<file path="config.mk">
export PLATFORM = sky130hd
export DESIGN_NAME = address_reader_en_flat
export DESIGN_NICKNAME = d
export VERILOG_FILES = /design/src/rtl/address_reader_en_if.sv /design/src/rtl/address_reader_en.sv /design/src/flat_wrapper.sv
export SDC_FILE = /design/constraint.sdc
export NUM_CORES = 1
export LEC_CHECK = 0
export BUFFER_PORTS_ARGS = -buffer_cell sky130_fd_sc_hd__buf_2
export CAP_MARGIN = 20
export CORE_MARGIN = 2
export CORE_UTILIZATION = 56
export DETAILED_ROUTE_END_ITERATION = 10
export PLACE_DENSITY_LB_ADDON = 0.15
export SETUP_SLACK_MARGIN = 0.5
export SYNTH_ARGS = -nofsm -noshare
export SYNTH_HDL_FRONTEND = slang
export SYNTH_SLANG_ARGS = --single-unit
</file>
<file path="constraint.sdc">
create_clock -name clock -period 6 [get_ports clock]
set_input_delay 0.6 -clock clock [delete_from_list [all_inputs] [get_ports clock]]
set_output_delay 0.6 -clock clock [all_outputs]
set_load 0.005 [all_outputs]
</file>
<file path="src/rtl/address_reader_en_if.sv">
// Read-address bus for address_reader_en.
//
// Groups the writer strobe, the consumer handshake and the status flag seen
// by the read-side address generator. clock and reset stay plain ports on
// the module.
//
//   wr_enable  : writer's enable strobe, one pulse per word written
//   rd_ready   : consumer accepts the current address this cycle
//   clear_err  : clears the sticky overrun flag
//   rd_valid   : rd_address holds a buffered, unread word
//   rd_address : read address for the buffer memory
//   overrun    : sticky, writer wrote into a full buffer
//   level      : registered occupancy (only with ADDRESS_READER_LEVEL_OUT_EN)
//
// master = the side driving strobe/handshake (writer + consumer),
// slave  = the address generator.
interface address_reader_en_if #(
  parameter int bitwidth = 5
);
  logic                wr_enable;
  logic                rd_ready;
  logic                clear_err;
  logic                rd_valid;
  logic [bitwidth-1:0] rd_address;
  logic                overrun;
`ifdef ADDRESS_READER_LEVEL_OUT_EN
  logic [bitwidth:0]   level;

  modport master (
    output wr_enable, rd_ready, clear_err,
    input  rd_valid, rd_address, overrun, level
  );

  modport slave (
    input  wr_enable, rd_ready, clear_err,
    output rd_valid, rd_address, overrun, level
  );
`else
  modport master (
    output wr_enable, rd_ready, clear_err,
    input  rd_valid, rd_address, overrun
  );

  modport slave (
    input  wr_enable, rd_ready, clear_err,
    output rd_valid, rd_address, overrun
  );
`endif
endinterface

</file>
<file path="src/rtl/address_reader_en.sv">
// address_reader_en
//
// Read-side address generator for a circular buffer filled by the
// enable-driven write address generator. The writer's pointer is mirrored by
// counting its enable strobes; read addresses 0..MaxAddress-1 are issued with
// wrap-around under a valid/ready handshake. Streaming starts (and restarts
// after draining) only once Threshold words are buffered. A write into a full
// buffer raises a sticky overrun flag.
//
// Ports:
//   clock  : system clock, rising edge
//   reset  : synchronous, active-high
//   bus    : address_reader_en_if.slave (wr_enable, rd_ready, clear_err in;
//            rd_valid, rd_address, overrun out; level out when enabled)
//
// Optional feature macro: ADDRESS_READER_LEVEL_OUT_EN
//   defined   -> bus.level exposes the registered occupancy
//   undefined -> occupancy stays internal
module address_reader_en #(
  parameter int MaxAddress = 20,
  parameter int bitwidth   = 5,
  parameter int Threshold  = 4
) (
  input logic               clock,
  input logic               reset,
  address_reader_en_if.slave bus
);

  localparam int LW = bitwidth + 1;
  localparam logic [LW-1:0] MAX_LEVEL = LW'(MaxAddress);
  localparam logic [LW-1:0] THRESH    = LW'(Threshold);

  typedef enum logic {
    IDLE   = 1'b0,
    STREAM = 1'b1
  } state_t;

  state_t              state;
  state_t              state_nxt;
  logic [LW-1:0]       level;
  logic [LW-1:0]       level_nxt;
  logic [bitwidth-1:0] rd_address;
  logic                wr_enable_d;
  logic                overrun;
  logic                rd_valid;
  logic                rd_fire;
  logic                full;
  logic                ovr_set;
  logic                write_cnt;

  // Address increment with wrap: the compare is done one bit wider so that
  // MaxAddress == 2^bitwidth still wraps correctly.
  function automatic logic [bitwidth-1:0] wrap_inc(input logic [bitwidth-1:0] a);
    logic [LW-1:0] inc;
    inc = {1'b0, a} + LW'(1);
    if (inc == MAX_LEVEL) begin
      wrap_inc = '0;
    end else begin
      wrap_inc = inc[bitwidth-1:0];
    end
  endfunction

  // Occupancy update; a write into a full buffer with no concurrent read is
  // dropped, so level saturates at MaxAddress.
  function automatic logic [LW-1:0] level_update(input logic [LW-1:0] lvl,
                                                 input logic          wr,
                                                 input logic          rd);
    level_update = lvl + LW'(wr) - LW'(rd);
  endfunction

  // Decode and next-state: rd_valid is combinational from registered state so
  // the consumer sees a zero-cycle response to rd_ready.
  always_comb begin
    rd_valid  = (state == STREAM) && (level != '0);
    rd_fire   = rd_valid && bus.rd_ready;
    full      = (level == MAX_LEVEL);
    ovr_set   = wr_enable_d && full && !rd_fire;
    write_cnt = wr_enable_d && !ovr_set;
    level_nxt = level_update(level, write_cnt, rd_fire);
    state_nxt = state;
    case (state)
      IDLE:    if (level_nxt >= THRESH) state_nxt = STREAM;
      STREAM:  if (level_nxt == '0)     state_nxt = IDLE;
      default: state_nxt = IDLE;
    endcase
  end

  // Register stage: wr_enable_d lags the strobe by one cycle to track the
  // writer's own address-register lag.
  always_ff @(posedge clock) begin
    if (reset) begin
      state       <= IDLE;
      level       <= '0;
      wr_enable_d <= 1'b0;
      rd_address  <= '0;
      overrun     <= 1'b0;
    end else begin
      state       <= state_nxt;
      level       <= level_nxt;
      wr_enable_d <= bus.wr_enable;
      if (rd_fire) begin
        rd_address <= wrap_inc(rd_address);
      end
      if (ovr_set) begin
        overrun <= 1'b1;
      end else if (bus.clear_err) begin
        overrun <= 1'b0;
      end
    end
  end

  assign bus.rd_valid   = rd_valid;
  assign bus.rd_address = rd_address;
  assign bus.overrun    = overrun;
`ifdef ADDRESS_READER_LEVEL_OUT_EN
  assign bus.level      = level;
`endif

endmodule

</file>
<file path="src/flat_wrapper.sv">
// flat-port wrapper written by rule: the top's interface ports become plain ports
module address_reader_en_flat 
#(
  parameter int MaxAddress = 20,
  parameter int bitwidth   = 5,
  parameter int Threshold  = 4
)
  (clock, reset, bus_wr_enable, bus_rd_ready, bus_clear_err, bus_rd_valid, bus_rd_address, bus_overrun);
  address_reader_en_if #(.bitwidth(bitwidth)) bus_i ();
  input logic clock;
  input logic reset;
  input wire logic [$bits(bus_i.wr_enable)-1:0] bus_wr_enable;
  input wire logic [$bits(bus_i.rd_ready)-1:0] bus_rd_ready;
  input wire logic [$bits(bus_i.clear_err)-1:0] bus_clear_err;
  output wire logic [$bits(bus_i.rd_valid)-1:0] bus_rd_valid;
  output wire logic [$bits(bus_i.rd_address)-1:0] bus_rd_address;
  output wire logic [$bits(bus_i.overrun)-1:0] bus_overrun;
  assign bus_i.wr_enable = bus_wr_enable;
  assign bus_i.rd_ready = bus_rd_ready;
  assign bus_i.clear_err = bus_clear_err;
  assign bus_rd_valid = bus_i.rd_valid;
  assign bus_rd_address = bus_i.rd_address;
  assign bus_overrun = bus_i.overrun;
  address_reader_en #(.MaxAddress(MaxAddress), .bitwidth(bitwidth), .Threshold(Threshold)) u_core (.clock(clock), .reset(reset), .bus(bus_i));
endmodule
</file>
==> run metrics <==
status finished with violations; violated checks DRC; Area Growth Syn to Fin 12.86%; Power, Total 489.6 uW; Final GP Congestion between 0.8 and 0.9; final worst slack approximately 2.7 ns; register area share after synthesis 0.3389; max-cap violation count 0; Initial Util 0.6201; kind of critical path reg2reg; Routed Antenna Nets 0; cell taking the most area after synthesis dfxtp_1; Reg2Reg Depth 14; worst setup path endpoint u_core.state$_SDFF_PP0_; initial antenna violation count 0; # port buffers 11; Final Max Slew Viols 0; clock-pin slew on the worst setup and hold paths about 0.08 ns; setup tns final 0 ns; die height between 40 and 50 um; Synth Area per Inst 8.990 um^2; CP arrival 3.51 ns; CTS Sinks 14; nets@finish 124; die width between 40 and 50 um; Worst Skew between 0.004 and 0.005 ns; Setup crit start u_core.level[3]$_SDFF_PP0_; EDFF count, synth 0; post-synth top area share 0.3389; worst r2r dst u_core.state$_SDFF_PP0_; CP max stage cell or4_1; synthesized area slightly above 800 um^2; clk_lat worst skew 0.28 ns; Boundary Pins 12; CTS Hold Bufs 0; Leakage 0.0004217 uW; Post-CTS Resized 0; HP Class reg2reg; RSZ-0062 raised after global routing no; CTS tree built; Most used DFF post-synth dfxtp_1; per-cell routed wire length approximately 14 um; YS warnings 0; post-synthesis cell type count 28; crit path buf inv count 2; CTS Buffer Depth 2; Ant. Diodes 0; postcts setup bufs 0; Inst Count DP 117; grt ovf 0; vias in the first global route 632; Setup crit start kind flop; period utilisation layout 0.5576; commonest cells in the netlist dfxtp_1, ha_1, a21oi_1, inv_1, nand2_1; Hold Fails Final Rpt 0; post-synthesis async set-or-reset flop share 0; number of DRC markers in iteration 0 29; gr usage total 0.2005; largest net degree at the start of global routing 16; CTS buffer count 3; Cell Chain, Critical Path inv_1 -> ha_1 -> nand2_2 -> o311ai_4 -> inv_4 -> or4_1 -> and2_1 -> ha_1 -> fa_1 -> a21o_1 -> a21oi_1 -> xnor2_1 -> o21bai_1 -> o211ai_1; critical path depth 14; peak supply drop 0.0003632 V; crit-path max cell delay ~0.52 ns; 1st-pass router iterations 11; crit end category flop; WL final roughly 1700 um; DRC viols 2; layout cells sized above 1 0.1887; Slew Limit Headroom 0.7072; root buffer cell clkbuf_4; Synth Register Bits 14; most used cell, CP ha_1; crit-path max FO 8; most frequent cell after synthesis dfxtp_1; Rows 13; total number of vias 703; R2R Setup Slk approximately 2.7 ns; die area about 1800 um^2; Post-Syn Nets between 100 and 150; Required @ worst endpoint 6.16 ns; CTS H-tree depth 1; drt via density a little under 6; CORE AREA 1334 um^2; largest cells by area after synthesis dfxtp_1, ha_1, a21oi_1; reg2reg start u_core.level[3]$_SDFF_PP0_; Cells after Synth 92; non-filler cells, final approximately 120; power density cells between 500 and 600 nW/um^2; slew at the pin closest to its max-slew limit 0.4381 ns; Hold Crit Start u_core.bus.overrun$_SDFFE_PP0P_; global-route wire length before repair 2697 um; CP top delay family compound AO/OA/AOI/OAI gates; Final Setup Violations 0; minimum clock period after layout 3.345 ns; detailed placement HPWL 1320 um; Max Fclk ~300 MHz; Setup Slack @ Placement 2.666 ns
-- state kept, by name, indices dropped and copies added, names as in the netlist --
register / cells
u_core.bus.rd_address: 5
u_core.wr_enable_d: 1
u_core.level: 6
u_core.bus.overrun: 1
u_core.state: 1
-- layout by cell type (no fill, tap or decap), types with 2 or more instances in the layout --
cell type,count
nand3_1,4
dfxtp_1,14
a21o_1,2
a21oi_1,10
xnor2_1,4
ha_1,11
nor2_1,3
clkbuf_4,3
nand2_1,7
o31a_2,2
o21ai_0,3
buf_2,11
inv_1,10
nor2b_1,6
-- per-stage QoR --
stage               hold slack [ns]  utilization  cell area [um^2]
finish                       0.4715       0.6998             933.4
global route                 0.5196       0.6998             933.4
CTS                          0.4777       0.6998             933.4
detailed placement           0.4660       0.6726             897.1
global placement             0.4591       0.6726             897.1
floorplan                    0.4658            -             827.0
-- worst min-delay path by stage --
stage                                            endpoint  slack [ns]  cells past startpoint
after floorplan           u_core.bus.overrun$_SDFFE_PP0P_        0.47                      2
after global placement    u_core.bus.overrun$_SDFFE_PP0P_        0.46                      2
after detailed placement  u_core.bus.overrun$_SDFFE_PP0P_        0.47                      2
after CTS                 u_core.bus.overrun$_SDFFE_PP0P_        0.48                      2
after global routing      u_core.bus.overrun$_SDFFE_PP0P_        0.52                      2
final                     u_core.bus.overrun$_SDFFE_PP0P_        0.47                      2
-- cells by family after synthesis --
| kind of cell | share of synthesized area |
|---|---|
| mux | 0.01210 |
| fa+ha+maj | 0.1906 |
| simple gates | 0.1770 |
| flops | 0.3389 |
| buf+inv | 0.05749 |
| xor+xnor | 0.04236 |
| compound gates | 0.1816 |
-- report_power, final --
group | switching [uW] | internal (uW) | total (uW)
Sequential | 27.1 | 119 | 146
Clock | 29.6 | 36.9 | 66.5
Combinational | 144 | 133 | 277
-- routing by layer --
layer	part of all wire	track usage	vias to the layer above	routed length [um]
met5	0	0	-	0
met4	0.023	0.1125	0	39
met3	0.054	0.04310	7	91
met2	0.51	0.3354	31	853
met1	0.41	0.2342	325	694
li1	-	-	340	-
-- area by class of cell --
type / instances / area, um^2
clock buffer: 4 / 36.28
fill: 114 / 400.4
inverter: 11 / 43.79
multi-input combinational: 66 / 499.2
sequential: 14 / 280.3
tap: 15 / 18.77
timing repair buffer: 11 / 55.05
-- tightest hold or removal path: cells and delay by family (launching register included) --
kind             cells  cell delay [ns]
AND/OR/NAND/NOR      1             0.06
AO/OA/AOI/OAI        1             0.06
flip-flops           1             0.31
Note: power is estimated with default switching activity, not from simulation.
